**src/rtl/ld_align_if.sv**
```systemverilog
// Bundles the request, data-memory and response handshakes of ld_align_unit.
// The slave modport is the unit's view; master is the surrounding pipeline/memory.
interface ld_align_if #(
    parameter int XLEN = 32
);
    logic            req_valid;
    logic            req_ready;
    logic [2:0]      req_func3;
    logic [XLEN-1:0] req_addr;
    logic            mem_rd_en;
    logic [XLEN-1:0] mem_addr;
    logic            mem_rvalid;
    logic [XLEN-1:0] mem_rdata;
    logic            rsp_valid;
    logic            rsp_ready;
    logic [XLEN-1:0] rsp_data;
    logic            rsp_fault;

    modport slave (
        input  req_valid, req_func3, req_addr, mem_rvalid, mem_rdata, rsp_ready,
        output req_ready, mem_rd_en, mem_addr, rsp_valid, rsp_data, rsp_fault
    );

    modport master (
        output req_valid, req_func3, req_addr, mem_rvalid, mem_rdata, rsp_ready,
        input  req_ready, mem_rd_en, mem_addr, rsp_valid, rsp_data, rsp_fault
    );
endinterface

```
**src/rtl/ld_align_unit.sv**
```systemverilog
// Sequential load aligner: word-aligned reads, byte/half/word/double extraction and extension.
// Define LD_ALIGN_MISALIGN_EN to allow unaligned loads (word-crossing ones take two reads).
module ld_align_unit #(
    parameter int XLEN = 32
) (
    input logic       clk,
    input logic       rst,
    ld_align_if.slave bus
);
    localparam int NB   = XLEN / 8;
    localparam int OFFW = $clog2(NB);

    localparam logic [2:0] S_IDLE   = 3'd0;
    localparam logic [2:0] S_ISSUE0 = 3'd1;
    localparam logic [2:0] S_WAIT0  = 3'd2;
`ifdef LD_ALIGN_MISALIGN_EN
    localparam logic [2:0] S_ISSUE1 = 3'd3;
    localparam logic [2:0] S_WAIT1  = 3'd4;
`endif
    localparam logic [2:0] S_RESP   = 3'd5;

    logic [2:0]      state_q, state_d;
    logic [2:0]      func3_q, func3_d;
    logic [OFFW-1:0] off_q, off_d;
    logic            mem_rd_en_q, mem_rd_en_d;
    logic [XLEN-1:0] mem_addr_q, mem_addr_d;
    logic            rsp_valid_q, rsp_valid_d;
    logic [XLEN-1:0] rsp_data_q, rsp_data_d;
    logic            rsp_fault_q, rsp_fault_d;
`ifdef LD_ALIGN_MISALIGN_EN
    logic [XLEN-1:0] word0_q, word0_d;
`endif
    logic            misalign;

    function automatic logic [3:0] op_size(input logic [2:0] f3);
        case (f3[1:0])
            2'd0:    op_size = 4'd1;
            2'd1:    op_size = 4'd2;
            2'd2:    op_size = 4'd4;
            default: op_size = 4'd8;
        endcase
    endfunction

    function automatic logic op_illegal(input logic [2:0] f3);
        op_illegal = (f3 == 3'b111) ||
                     ((XLEN == 32) && ((f3 == 3'b011) || (f3 == 3'b110)));
    endfunction

    // pair = {upper word, lower word}; shift the addressed bytes down, then extend.
    function automatic logic [XLEN-1:0] extract(input logic [2*XLEN-1:0] pair,
                                                input logic [OFFW-1:0]   off,
                                                input logic [2:0]        f3);
        logic [XLEN-1:0] w;
        logic [XLEN-1:0] mask;
        logic            sign;
        w = XLEN'(pair >> {off, 3'b000});
        case (op_size(f3))
            4'd1:    begin mask = XLEN'(8'hFF);         sign = w[7];      end
            4'd2:    begin mask = XLEN'(16'hFFFF);      sign = w[15];     end
            4'd4:    begin mask = XLEN'(32'hFFFF_FFFF); sign = w[31];     end
            default: begin mask = '1;                   sign = w[XLEN-1]; end
        endcase
        sign = sign & ~f3[2];
        extract = (w & mask) | ({XLEN{sign}} & ~mask);
    endfunction

`ifdef LD_ALIGN_MISALIGN_EN
    assign misalign = 1'b0;
`else
    assign misalign = (bus.req_addr[OFFW-1:0] &
                       OFFW'(op_size(bus.req_func3) - 4'd1)) != '0;
`endif

    always_comb begin
        state_d     = state_q;
        func3_d     = func3_q;
        off_d       = off_q;
        mem_rd_en_d = 1'b0;
        mem_addr_d  = mem_addr_q;
        rsp_valid_d = rsp_valid_q;
        rsp_data_d  = rsp_data_q;
        rsp_fault_d = rsp_fault_q;
`ifdef LD_ALIGN_MISALIGN_EN
        word0_d     = word0_q;
`endif
        case (state_q)
            S_IDLE: begin
                if (bus.req_valid) begin
                    func3_d = bus.req_func3;
                    off_d   = bus.req_addr[OFFW-1:0];
                    if (op_illegal(bus.req_func3) || misalign) begin
                        state_d     = S_RESP;
                        rsp_valid_d = 1'b1;
                        rsp_fault_d = 1'b1;
                        rsp_data_d  = '0;
                    end else begin
                        state_d     = S_ISSUE0;
                        mem_rd_en_d = 1'b1;
                        mem_addr_d  = {bus.req_addr[XLEN-1:OFFW], {OFFW{1'b0}}};
                    end
                end
            end
            S_ISSUE0: state_d = S_WAIT0;
            S_WAIT0: begin
                if (bus.mem_rvalid) begin
`ifdef LD_ALIGN_MISALIGN_EN
                    if ((5'(off_q) + 5'(op_size(func3_q))) > 5'(NB)) begin
                        word0_d     = bus.mem_rdata;
                        state_d     = S_ISSUE1;
                        mem_rd_en_d = 1'b1;
                        mem_addr_d  = mem_addr_q + XLEN'(NB);
                    end else
`endif
                    begin
                        rsp_data_d  = extract({{XLEN{1'b0}}, bus.mem_rdata}, off_q, func3_q);
                        rsp_fault_d = 1'b0;
                        rsp_valid_d = 1'b1;
                        state_d     = S_RESP;
                    end
                end
            end
`ifdef LD_ALIGN_MISALIGN_EN
            S_ISSUE1: state_d = S_WAIT1;
            S_WAIT1: begin
                if (bus.mem_rvalid) begin
                    rsp_data_d  = extract({bus.mem_rdata, word0_q}, off_q, func3_q);
                    rsp_fault_d = 1'b0;
                    rsp_valid_d = 1'b1;
                    state_d     = S_RESP;
                end
            end
`endif
            S_RESP: begin
                if (bus.rsp_ready) begin
                    rsp_valid_d = 1'b0;
                    state_d     = S_IDLE;
                end
            end
            default: state_d = S_IDLE;
        endcase
    end

    always_ff @(posedge clk) begin
        if (rst) begin
            state_q     <= S_IDLE;
            func3_q     <= 3'd0;
            off_q       <= '0;
            mem_rd_en_q <= 1'b0;
            mem_addr_q  <= '0;
            rsp_valid_q <= 1'b0;
            rsp_data_q  <= '0;
            rsp_fault_q <= 1'b0;
`ifdef LD_ALIGN_MISALIGN_EN
            word0_q     <= '0;
`endif
        end else begin
            state_q     <= state_d;
            func3_q     <= func3_d;
            off_q       <= off_d;
            mem_rd_en_q <= mem_rd_en_d;
            mem_addr_q  <= mem_addr_d;
            rsp_valid_q <= rsp_valid_d;
            rsp_data_q  <= rsp_data_d;
            rsp_fault_q <= rsp_fault_d;
`ifdef LD_ALIGN_MISALIGN_EN
            word0_q     <= word0_d;
`endif
        end
    end

    assign bus.req_ready = (state_q == S_IDLE);
    assign bus.mem_rd_en = mem_rd_en_q;
    assign bus.mem_addr  = mem_addr_q;
    assign bus.rsp_valid = rsp_valid_q;
    assign bus.rsp_data  = rsp_data_q;
    assign bus.rsp_fault = rsp_fault_q;
endmodule

```
**src/flat_wrapper.sv**
```systemverilog
// flat-port wrapper written by rule: the top's interface ports become plain ports
module ld_align_unit_flat 
#(
    parameter int XLEN = 32
)
  (clk, rst, bus_req_valid, bus_req_func3, bus_req_addr, bus_mem_rvalid, bus_mem_rdata, bus_rsp_ready, bus_req_ready, bus_mem_rd_en, bus_mem_addr, bus_rsp_valid, bus_rsp_data, bus_rsp_fault);
  ld_align_if #(.XLEN(XLEN)) bus_i ();
  input logic clk;
  input logic rst;
  input wire logic [$bits(bus_i.req_valid)-1:0] bus_req_valid;
  input wire logic [$bits(bus_i.req_func3)-1:0] bus_req_func3;
  input wire logic [$bits(bus_i.req_addr)-1:0] bus_req_addr;
  input wire logic [$bits(bus_i.mem_rvalid)-1:0] bus_mem_rvalid;
  input wire logic [$bits(bus_i.mem_rdata)-1:0] bus_mem_rdata;
  input wire logic [$bits(bus_i.rsp_ready)-1:0] bus_rsp_ready;
  output wire logic [$bits(bus_i.req_ready)-1:0] bus_req_ready;
  output wire logic [$bits(bus_i.mem_rd_en)-1:0] bus_mem_rd_en;
  output wire logic [$bits(bus_i.mem_addr)-1:0] bus_mem_addr;
  output wire logic [$bits(bus_i.rsp_valid)-1:0] bus_rsp_valid;
  output wire logic [$bits(bus_i.rsp_data)-1:0] bus_rsp_data;
  output wire logic [$bits(bus_i.rsp_fault)-1:0] bus_rsp_fault;
  assign bus_i.req_valid = bus_req_valid;
  assign bus_i.req_func3 = bus_req_func3;
  assign bus_i.req_addr = bus_req_addr;
  assign bus_i.mem_rvalid = bus_mem_rvalid;
  assign bus_i.mem_rdata = bus_mem_rdata;
  assign bus_i.rsp_ready = bus_rsp_ready;
  assign bus_req_ready = bus_i.req_ready;
  assign bus_mem_rd_en = bus_i.mem_rd_en;
  assign bus_mem_addr = bus_i.mem_addr;
  assign bus_rsp_valid = bus_i.rsp_valid;
  assign bus_rsp_data = bus_i.rsp_data;
  assign bus_rsp_fault = bus_i.rsp_fault;
  ld_align_unit #(.XLEN(XLEN)) u_core (.clk(clk), .rst(rst), .bus(bus_i));
endmodule
```
**config.mk**
```make
export PLATFORM = sky130hd
export DESIGN_NAME = ld_align_unit_flat
export DESIGN_NICKNAME = d
export VERILOG_FILES = /design/src/rtl/ld_align_if.sv /design/src/rtl/ld_align_unit.sv /design/src/flat_wrapper.sv
export SDC_FILE = /design/constraint.sdc
export NUM_CORES = 1
export LEC_CHECK = 0
export CORE_UTILIZATION = 34
export CTS_BUF_LIST = sky130_fd_sc_hd__clkbuf_16
export DETAILED_ROUTE_END_ITERATION = 12
export DONT_BUFFER_PORTS = 1
export PLACE_DENSITY_LB_ADDON = 0.05
export SLEW_MARGIN = 25
export SYNTH_ARGS = -nofsm -noshare
export SYNTH_HDL_FRONTEND = slang
export SYNTH_SLANG_ARGS = --single-unit
```
**constraint.sdc**
```tcl
create_clock -name clk -period 2.1 [get_ports clk]
set_input_delay 0.21 -clock clk [delete_from_list [all_inputs] [get_ports clk]]
set_output_delay 0.21 -clock clk [all_outputs]
set_load 0.01 [all_outputs]
```
==> flow_metrics.py, run 1 <==
metrics = {
    "worst_setup_path": {
        "worstSetupStartpointType": "flop",
        "end_kind": "flop",
        "crit_fanout": 15,
        "critPathKind": "flop to flop",
        "cp.required_ns": 2.32,
        "worstPathArrival_ns": 2.20,
    },
    "placement": {
        "place_hpwl_um": 5760,
        "dpl-instance-area_um2": 3190,
        "numPortBuffers": 0,
        "gp_congestion": 0.725,
        "dp_cells": 433,
        "dp_slack_ns": 0.117,
    },
    "clock_network": {
        "cts_tree": "yes",
        "cts_resized": 0,
        "cts_setup_buffers": 0,
        "clk_root_buffer_cell": "clkbuf_16",
        "cts_buffers": 9,
        "clk_pin_slew_ns": 0.06,
        "cts.path.max_buffers": 2,
        "clk_latency_ns": 0.33,
        "cts.sink_count": 73,
        "htree_levels": 3,
    },
    "synthesis": {
        "synth.avg_cell_area_um2": 9.10,
        "synthFlopType": "dfxtp_1",
        "syn-instance-count": 337,
        "synth_edf_count": 0,
        "ys_seq_area_share_pct": 47.6,
        "yosys_warnings": 0,
        "synthesis.area_um2": 3070,
        "synth_seq_cells": 73,
        "synth.distinct_cells": 36,
        "ys_async_sr_fraction_pct": 0,
    },
    "drt": {
        "drcViolationCount": 0,
        "wl_per_cell_um": 18.1,
        "vias": 2545,
        "drtIter0Drc": 102,
        "wl_um": 8480,
        "first_pass_iters": 4,
        "ant_nets": 0,
        "vias_per_cell": 5.43,
    },
    "layout": {
        "fin_nets": 428,
        "n_antenna_cell": 0,
        "instances_no_fill": 469,
        "drive_gt1_share_pct": 10.2,
        "final_common_cell": "dfxtp_1",
        "fill_cells": 899,
        "fin_area_um2": 3670,
        "area_growth_pct": 19.8,
        "multi_input_area_um2": 1510,
        "final_cell_mix": "dfxtp_1 (73), nand2_1 (67), a21oi_1 (39)",
        "seqCellArea_um2": 1460,
    },
    "floorplan": {
        "row_count": 34,
        "core_area_um2": 8720,
        "io_pins": 140,
        "die_w_um": 97.0,
        "start_util_pct": 35.2,
        "die_area_um2": 9410,
        "die_y_um": 97.0,
    },
    "sta": {
        "setup_slack_ns": 0.124,
        "setup_tns_ns": 0,
        "relSlewSlack_pct": 42.2,
        "period_minus_slack_ns": 1.98,
        "tightest_slew_ns": 0.862,
        "setup_viol": 0,
        "rsz0062_at_grt": "false",
        "finClkSkew_ns": 0.00385,
        "maxSlewViolCount": 0,
        "max_clock_freq_ghz": 0.506,
        "finalHoldViolations": 0,
        "fin_crit_sh_pct": 94.1,
    },
    "grt": {
        "grt_first_pass_wirelength_um": 13200,
        "antenna_found_initial": 0,
        "grt_pass1_vias": 2492,
        "grt_start_max_net_pins": 42,
        "overflow": 0,
        "gr-usage-all-layers_pct": 17.9,
    },
    "status": {
        "outcome": "finished clean",
    },
    "power_and_ir_drop": {
        "vdd_drop_max_v": 0.000370,
        "power.density_nw_per_um2": 901,
        "p_leak_nw": 1.41,
    },
    "hold_path": {
        "hold_path_class": "primary input to flop",
    },
    "job": {
        "cap_violations": 0,
    },
}
[kinds of logic (layout without fill, tap and decap cells)]
logic type,Yosys count,in the layout,synth area share [%]
DFF,73,73,47.6
buffers and inverters,26,48,3.96
AOI/OAI and AO/OA,91,91,20.8
muxes,25,25,8.61
and+or+nand+nor,121,122,18.9
other,1,2,0.122
[synthesized netlist by cell type, types with 2 or more instances]
library cell / instances / area share, %
a211o_1: 15 / 4.3
a21oi_1: 39 / 6.4
a221o_1: 7 / 2.3
a22o_1: 9 / 2.6
a32o_1: 7 / 2.3
buf_2: 7 / 1.1
buf_4: 2 / 0.49
clkbuf_1: 15 / 1.8
dfxtp_1: 73 / 48
mux2i_1: 23 / 7.5
nand2_1: 67 / 8.2
nand2b_1: 3 / 0.61
nor2_1: 21 / 2.6
nor2b_1: 12 / 2.4
nor3_1: 7 / 1.1
nor3b_1: 2 / 0.49
o21ai_0: 9 / 1.5
[where the power goes]
part | internal, mW | switching [mW]
Combinational | 0.168 | 0.207
Sequential | 1.45 | 0.0813
Clock | 0.797 | 0.610
Total | 2.41 | 0.898
[worst max-delay path, stage by stage, from the launching register on]
cell,delay (ns)
dfxtp_1,0.54
mux2i_1,0.44
mux4_2,0.36
nor4_4,0.05
buf_4,0.20
a211o_1,0.27
[sequential cells by signal (all words and copies together), names as in the netlist]
register / count
u_core.state_q: 3
u_core.bus.mem_addr: 30
u_core.off_q: 2
u_core.bus.mem_rd_en: 1
u_core.func3_q: 3
u_core.bus.rsp_fault: 1
u_core.bus.rsp_valid: 1
u_core.bus.rsp_data: 32
[layer usage]
layer / wire length, µm / vias up / GRT usage (%)
met5: 0 / - / 0
met1: 3670 / 1198 / 21.4
met4: 119 / 0 / 6.89
met3: 825 / 9 / 8.24
met2: 3860 / 99 / 28.1
li1: - / 1239 / -
[worst paths after layout]
path / cells after the start / to / slack (ns) / from
hold / removal: 2 / u_core.bus.mem_addr[15] / 0.01 / bus_req_addr[15]
setup / recovery: 5 / u_core.bus.rsp_data[19] / 0.12 / u_core.off_q[0]
setup reg to reg: 5 / u_core.bus.rsp_data[19] / 0.12 / u_core.off_q[0]
hold reg to reg: 2 / u_core.bus.mem_addr[22] / 0.50 / u_core.bus.mem_addr[22]
[repair_timing]
action                                  CTS  global route
endpoints found under the hold margin    41             0
hold buffers                             19             0
endpoints found under the setup margin    0             8
[layout make-up]
class,instances,area share (%)
clock inverter,7,1.26
sequential,73,39.8
multi-input combinational,240,41.1
tap,108,3.68
timing repair buffer,32,8.10
clock buffer,9,6.13
[metrics by stage]
| stage | power [mW] | hold slack [ns] | util (%) |
|---|---|---|---|
| floorplan | 1.81 | 0.331 | - |
| global placement | 1.89 | 0.283 | 36.6 |
| detailed placement | 1.89 | 0.284 | 36.6 |
| CTS | 3.36 | 0.00000594 | 42.0 |
| global route | 3.47 | 0.00674 | 42.1 |
| finish | 3.31 | 0.0133 | 42.1 |
(Power assumes the default switching activity.)
==> run 2, diff against run 1 <==
--- a/config.mk
+++ b/config.mk
@@ -9,7 +9,6 @@
 export CTS_BUF_LIST = sky130_fd_sc_hd__clkbuf_16
 export DETAILED_ROUTE_END_ITERATION = 12
 export DONT_BUFFER_PORTS = 1
-export PLACE_DENSITY_LB_ADDON = 0.05
 export SLEW_MARGIN = 25
 export SYNTH_ARGS = -nofsm -noshare
 export SYNTH_HDL_FRONTEND = slang
==> run 2 against run 1 <==
Compared with the run above:
- cell count fell by 2.1%
- non-clock buffer count down 9
- clock skew rose by 0.0029 ns
- sequential power hardly changed
- worst hold slack worse by 0.0014 ns
==> flow_metrics.py, run 2 (synthesized netlist as in run 1, its figures left out) <==
metrics = {
    "drt": {
        "wl_per_cell_um": 16.9,
        "ant_nets": 0,
        "vias": 2461,
        "wl_um": 7760,
        "first_pass_iters": 4,
        "drtIter0Drc": 87,
        "drcViolationCount": 0,
        "vias_per_cell": 5.36,
    },
    "clock_network": {
        "clk_pin_slew_ns": 0.06,
        "cts_resized": 0,
        "cts_setup_buffers": 0,
        "cts_buffers": 9,
        "cts-hold-fix-buffers": 9,
        "clk_root_buffer_cell": "clkbuf_16",
        "cts.sink_count": 73,
        "cts_tree": "yes",
        "htree_levels": 3,
        "clk_latency_ns": 0.33,
        "cts.path.max_buffers": 2,
    },
    "power_and_ir_drop": {
        "switchingPower_mw": 0.893,
        "vdd_drop_max_v": 0.000360,
        "share_seq_of_total_power_pct": 43.0,
        "p_comb_share_pct": 9.9,
        "power.internal_mw": 2.66,
        "p_leak_nw": 1.40,
        "p_clk_share_pct": 47.0,
        "switching_share_pct": 25.2,
        "power.density_nw_per_um2": 973,
    },
    "sta": {
        "maxSlewViolCount": 0,
        "whs_ns": 0.0119,
        "relSlewSlack_pct": 49.6,
        "period_minus_slack_ns": 1.98,
        "finalHoldViolations": 0,
        "setup_viol": 0,
        "max_clock_freq_ghz": 0.505,
        "rsz0062_at_grt": "false",
        "fin_crit_sh_pct": 94.2,
        "tightest_slew_ns": 0.753,
        "finClkSkew_ns": 0.00673,
        "setup_slack_ns": 0.121,
        "setup_tns_ns": 0,
    },
    "job": {
        "cap_violations": 0,
    },
    "layout": {
        "n_antenna_cell": 0,
        "area_growth_pct": 18.9,
        "largest_reg_flops": 32,
        "fin_nets": 418,
        "drive_gt1_share_pct": 10.3,
        "final_cell_mix": "dfxtp_1 (73), nand2_1 (67), a21oi_1 (39)",
        "final_common_cell": "dfxtp_1",
        "fill_cells": 843,
    },
    "worst_setup_path": {
        "worstSetupStartpointType": "flop",
        "rrSetupSlack_ns": 0.12,
        "end_kind": "flop",
        "ff2ff_path_depth": 5,
        "cp-startpoint": "u_core.off_q[0]",
        "rr_startpoint": "u_core.off_q[0]",
        "critPathKind": "flop to flop",
        "cp.required_ns": 2.32,
        "reg2reg_to": "u_core.bus.rsp_data[20]",
        "crit_fanout": 15,
        "worstPathArrival_ns": 2.20,
    },
    "hold_path": {
        "hold_start": "bus_req_addr[25]",
        "hold_path_depth": 2,
        "hold_path_class": "primary input to flop",
        "hold_end": "u_core.bus.mem_addr[25]",
    },
    "grt": {
        "antenna_found_initial": 0,
        "grt_start_max_net_pins": 42,
        "grt_first_pass_wirelength_um": 12200,
        "grt_pass1_vias": 2403,
        "gr-usage-all-layers_pct": 16.6,
        "overflow": 0,
    },
    "placement": {
        "place_hpwl_um": 5670,
        "gp_congestion": 0.893,
        "numPortBuffers": 0,
        "dp_slack_ns": 0.120,
    },
    "floorplan": {
        "start_util_pct": 35.2,
        "io_pins": 140,
        "die_w_um": 97.0,
        "row_count": 34,
        "die_y_um": 97.0,
        "die_area_um2": 9410,
        "core_area_um2": 8720,
    },
    "status": {
        "outcome": "finished clean",
    },
}
==> run 2: worst max-delay path by stage <==
stage	to	slack, ns	cells past startpoint
after floorplan	u_core.bus.rsp_data[26]	0.22	5
after global placement	u_core.bus.rsp_data[30]	0.09	4
after detailed placement	u_core.bus.rsp_data[20]	0.12	5
after CTS	u_core.bus.rsp_data[20]	0.10	5
after global routing	u_core.bus.rsp_data[20]	0.02	5
final	u_core.bus.rsp_data[20]	0.12	5
==> run 2: per-stage QoR <==
stage | std cells | utilization (%) | cell area (µm²) | power, mW
final | 459 | 41.8 | 3650 | 3.55
after global routing | 459 | 41.8 | 3650 | 3.70
after CTS | 457 | 41.6 | 3630 | 3.59
after detailed placement | 432 | 36.7 | 3200 | 1.88
after global placement | 431 | 36.4 | 3180 | 1.87
after floorplan | 338 | - | 3070 | 1.81
==> run 2: power by group through the flow <==
stage | registers [mW] | clock network (mW) | logic [mW]
2_1_floorplan | 1.54 | 0 | 0.278
3_3_place_gp | 1.56 | 0 | 0.310
3_5_place_dp | 1.56 | 0 | 0.326
4_1_cts | 1.53 | 1.71 | 0.353
5_1_grt | 1.54 | 1.77 | 0.394
6_report | 1.53 | 1.67 | 0.353
==> run 2: critical path, stage by stage (launching register included) <==
cell     delay, ns
dfxtp_1       0.57
mux2i_1       0.43
mux4_2        0.36
nor4_4        0.04
buf_4         0.19
a211o_1       0.27
==> run 2: layout make-up <==
type	instances	area [µm²]	area share (%)
Clock buffer	9	225	6.17
Clock inverter	7	101	2.78
Multi-Input combinational cell	239	1510	41.3
Sequential cell	73	1460	40.1
Tap cell	108	135	3.70
Timing Repair Buffer	23	218	5.97
==> run 2: layer usage <==
metal	global-route usage, %	vias up	part of all wire [%]
met4	4.25	0	0.75
met1	17.9	1133	40
met3	10.4	8	13
met2	27.1	111	47
li1	-	1209	-
met5	0	-	0
==> run 3, diff against run 2 <==
--- a/config.mk
+++ b/config.mk
@@ -9,6 +9,7 @@
 export CTS_BUF_LIST = sky130_fd_sc_hd__clkbuf_16
 export DETAILED_ROUTE_END_ITERATION = 12
 export DONT_BUFFER_PORTS = 1
+export MAX_ROUTING_LAYER = met4
 export SLEW_MARGIN = 25
 export SYNTH_ARGS = -nofsm -noshare
 export SYNTH_HDL_FRONTEND = slang
==> run 3 against run 2 <==
Compared with the run above:
- combinational power is essentially flat
- core utilization is the same
- largest power group unchanged
- critical path depth is the same
- routed wire length grew 0.26%
- sequential share of layout area did not move
==> flow_metrics.py, run 3 (synthesized netlist as in run 1, its figures left out) <==
metrics = {
    "layout": {
        "final_common_cell": "dfxtp_1",
        "largest_reg_flops": 32,
        "multi_input_area_um2": 1510,
        "fin_nets": 418,
        "final_cell_mix": "dfxtp_1 (73), nand2_1 (67), a21oi_1 (39)",
        "area_growth_pct": 18.9,
        "utilization_pct": 41.8,
        "fill_cells": 843,
        "n_antenna_cell": 0,
        "seqCellArea_um2": 1460,
        "drive_gt1_share_pct": 10.3,
    },
    "grt": {
        "gr-usage-all-layers_pct": 17.1,
        "grt_pass1_vias": 2405,
        "grt_first_pass_wirelength_um": 12200,
        "overflow": 0,
        "antenna_found_initial": 0,
        "grt_start_max_net_pins": 42,
    },
    "worst_setup_path": {
        "slowest_stage": "dfxtp_1",
        "critPathKind": "flop to flop",
        "cp.required_ns": 2.32,
        "end_kind": "flop",
        "crit_fanout": 15,
        "worstPathArrival_ns": 2.20,
        "crit_chain": "mux2i_1 -> mux4_2 -> nor4_4 -> buf_4 -> a211o_1",
        "max_stage_delay_ns": 0.56,
        "worstSetupStartpointType": "flop",
    },
    "drt": {
        "drcViolationCount": 0,
        "vias_per_cell": 5.38,
        "first_pass_iters": 4,
        "wl_um": 7780,
        "drtIter0Drc": 65,
        "wl_per_cell_um": 17.0,
        "ant_nets": 0,
        "vias": 2468,
    },
    "sta": {
        "setup_slack_ns": 0.122,
        "finalHoldViolations": 0,
        "maxSlewViolCount": 0,
        "relSlewSlack_pct": 49.5,
        "setup_tns_ns": 0,
        "finClkSkew_ns": 0.00657,
        "tightest_slew_ns": 0.755,
        "period_minus_slack_ns": 1.98,
        "fin_crit_sh_pct": 94.2,
        "rsz0062_at_grt": "false",
        "setup_viol": 0,
        "max_clock_freq_ghz": 0.505,
    },
    "power_and_ir_drop": {
        "p_leak_nw": 1.40,
        "power_mw": 3.55,
        "vdd_drop_max_v": 0.000361,
        "power.density_nw_per_um2": 975,
    },
    "clock_network": {
        "cts.sink_count": 73,
        "htree_levels": 3,
        "cts-hold-fix-buffers": 9,
        "cts.path.max_buffers": 2,
        "cts_tree": "yes",
        "clk_latency_ns": 0.33,
        "cts_resized": 0,
        "clk_pin_slew_ns": 0.06,
        "cts_buffers": 9,
        "clk_root_buffer_cell": "clkbuf_16",
        "cts_setup_buffers": 0,
    },
    "floorplan": {
        "io_pins": 140,
        "die_area_um2": 9410,
        "start_util_pct": 35.2,
        "die_w_um": 97.0,
        "core_area_um2": 8720,
        "die_y_um": 97.0,
        "row_count": 34,
    },
    "status": {
        "outcome": "finished clean",
    },
    "placement": {
        "gp_congestion": 0.908,
        "place_hpwl_um": 5670,
        "dp_slack_ns": 0.120,
        "numPortBuffers": 0,
    },
    "job": {
        "cap_violations": 0,
    },
    "hold_path": {
        "hold_path_class": "primary input to flop",
    },
}
run 3: cell counts in the layout (fill, tap and decap cells not counted):
Identical to the previous run, type by type.
run 3: through the flow:
stage	instances	area [µm²]	hold slack, ns
after floorplan	338	3070	0.331
after global placement	431	3180	0.282
after detailed placement	432	3200	0.284
after CTS	457	3630	0.0000863
after global routing	459	3650	0.00486
final	459	3650	0.0106
run 3: path summary, 6_finish.rpt:
kind                           startpoint                      end  slack, ns  depth (start not counted)
hold / removal           bus_req_addr[21]  u_core.bus.mem_addr[21]       0.01                          2
setup / recovery          u_core.off_q[0]  u_core.bus.rsp_data[20]       0.12                          5
setup reg to reg          u_core.off_q[0]  u_core.bus.rsp_data[20]       0.12                          5
hold reg to reg   u_core.bus.mem_addr[24]  u_core.bus.mem_addr[24]       0.50                          2
run 3: power breakdown:
| group | leakage, nW | total [mW] | switching (mW) | internal [mW] |
|---|---|---|---|---|
| combinational | 0.654 | 0.353 | 0.194 | 0.159 |
| clock | 0.153 | 1.67 | 0.622 | 1.05 |
| sequential | 0.592 | 1.53 | 0.0814 | 1.45 |
run 3: final cells by class:
cell class              count  area share (%)
clock buffers               9            6.17
clock inverters             7            2.78
multi-input cells         239            41.3
flip-flops and latches     73            40.1
well taps                 108            3.70
repair buffers             23            5.97
run 3: per-layer routing:
layer | vias up | track usage [%] | share of wire [%]
met5 | - | - | 0
met4 | 0 | 4.25 | 0.51
met3 | 8 | 9.75 | 12
met2 | 111 | 27.2 | 47
li1 | 1211 | - | -
met1 | 1138 | 18.3 | 40
run 3: worst max-delay path: cells and delay by family, from the launching register on:
family	cells	cell delay, ns
AO/OA/AOI/OAI	1	0.27
AND/OR/NAND/NOR	1	0.04
buffers and inverters	1	0.19
multiplexers	2	0.79
flip-flops	1	0.56
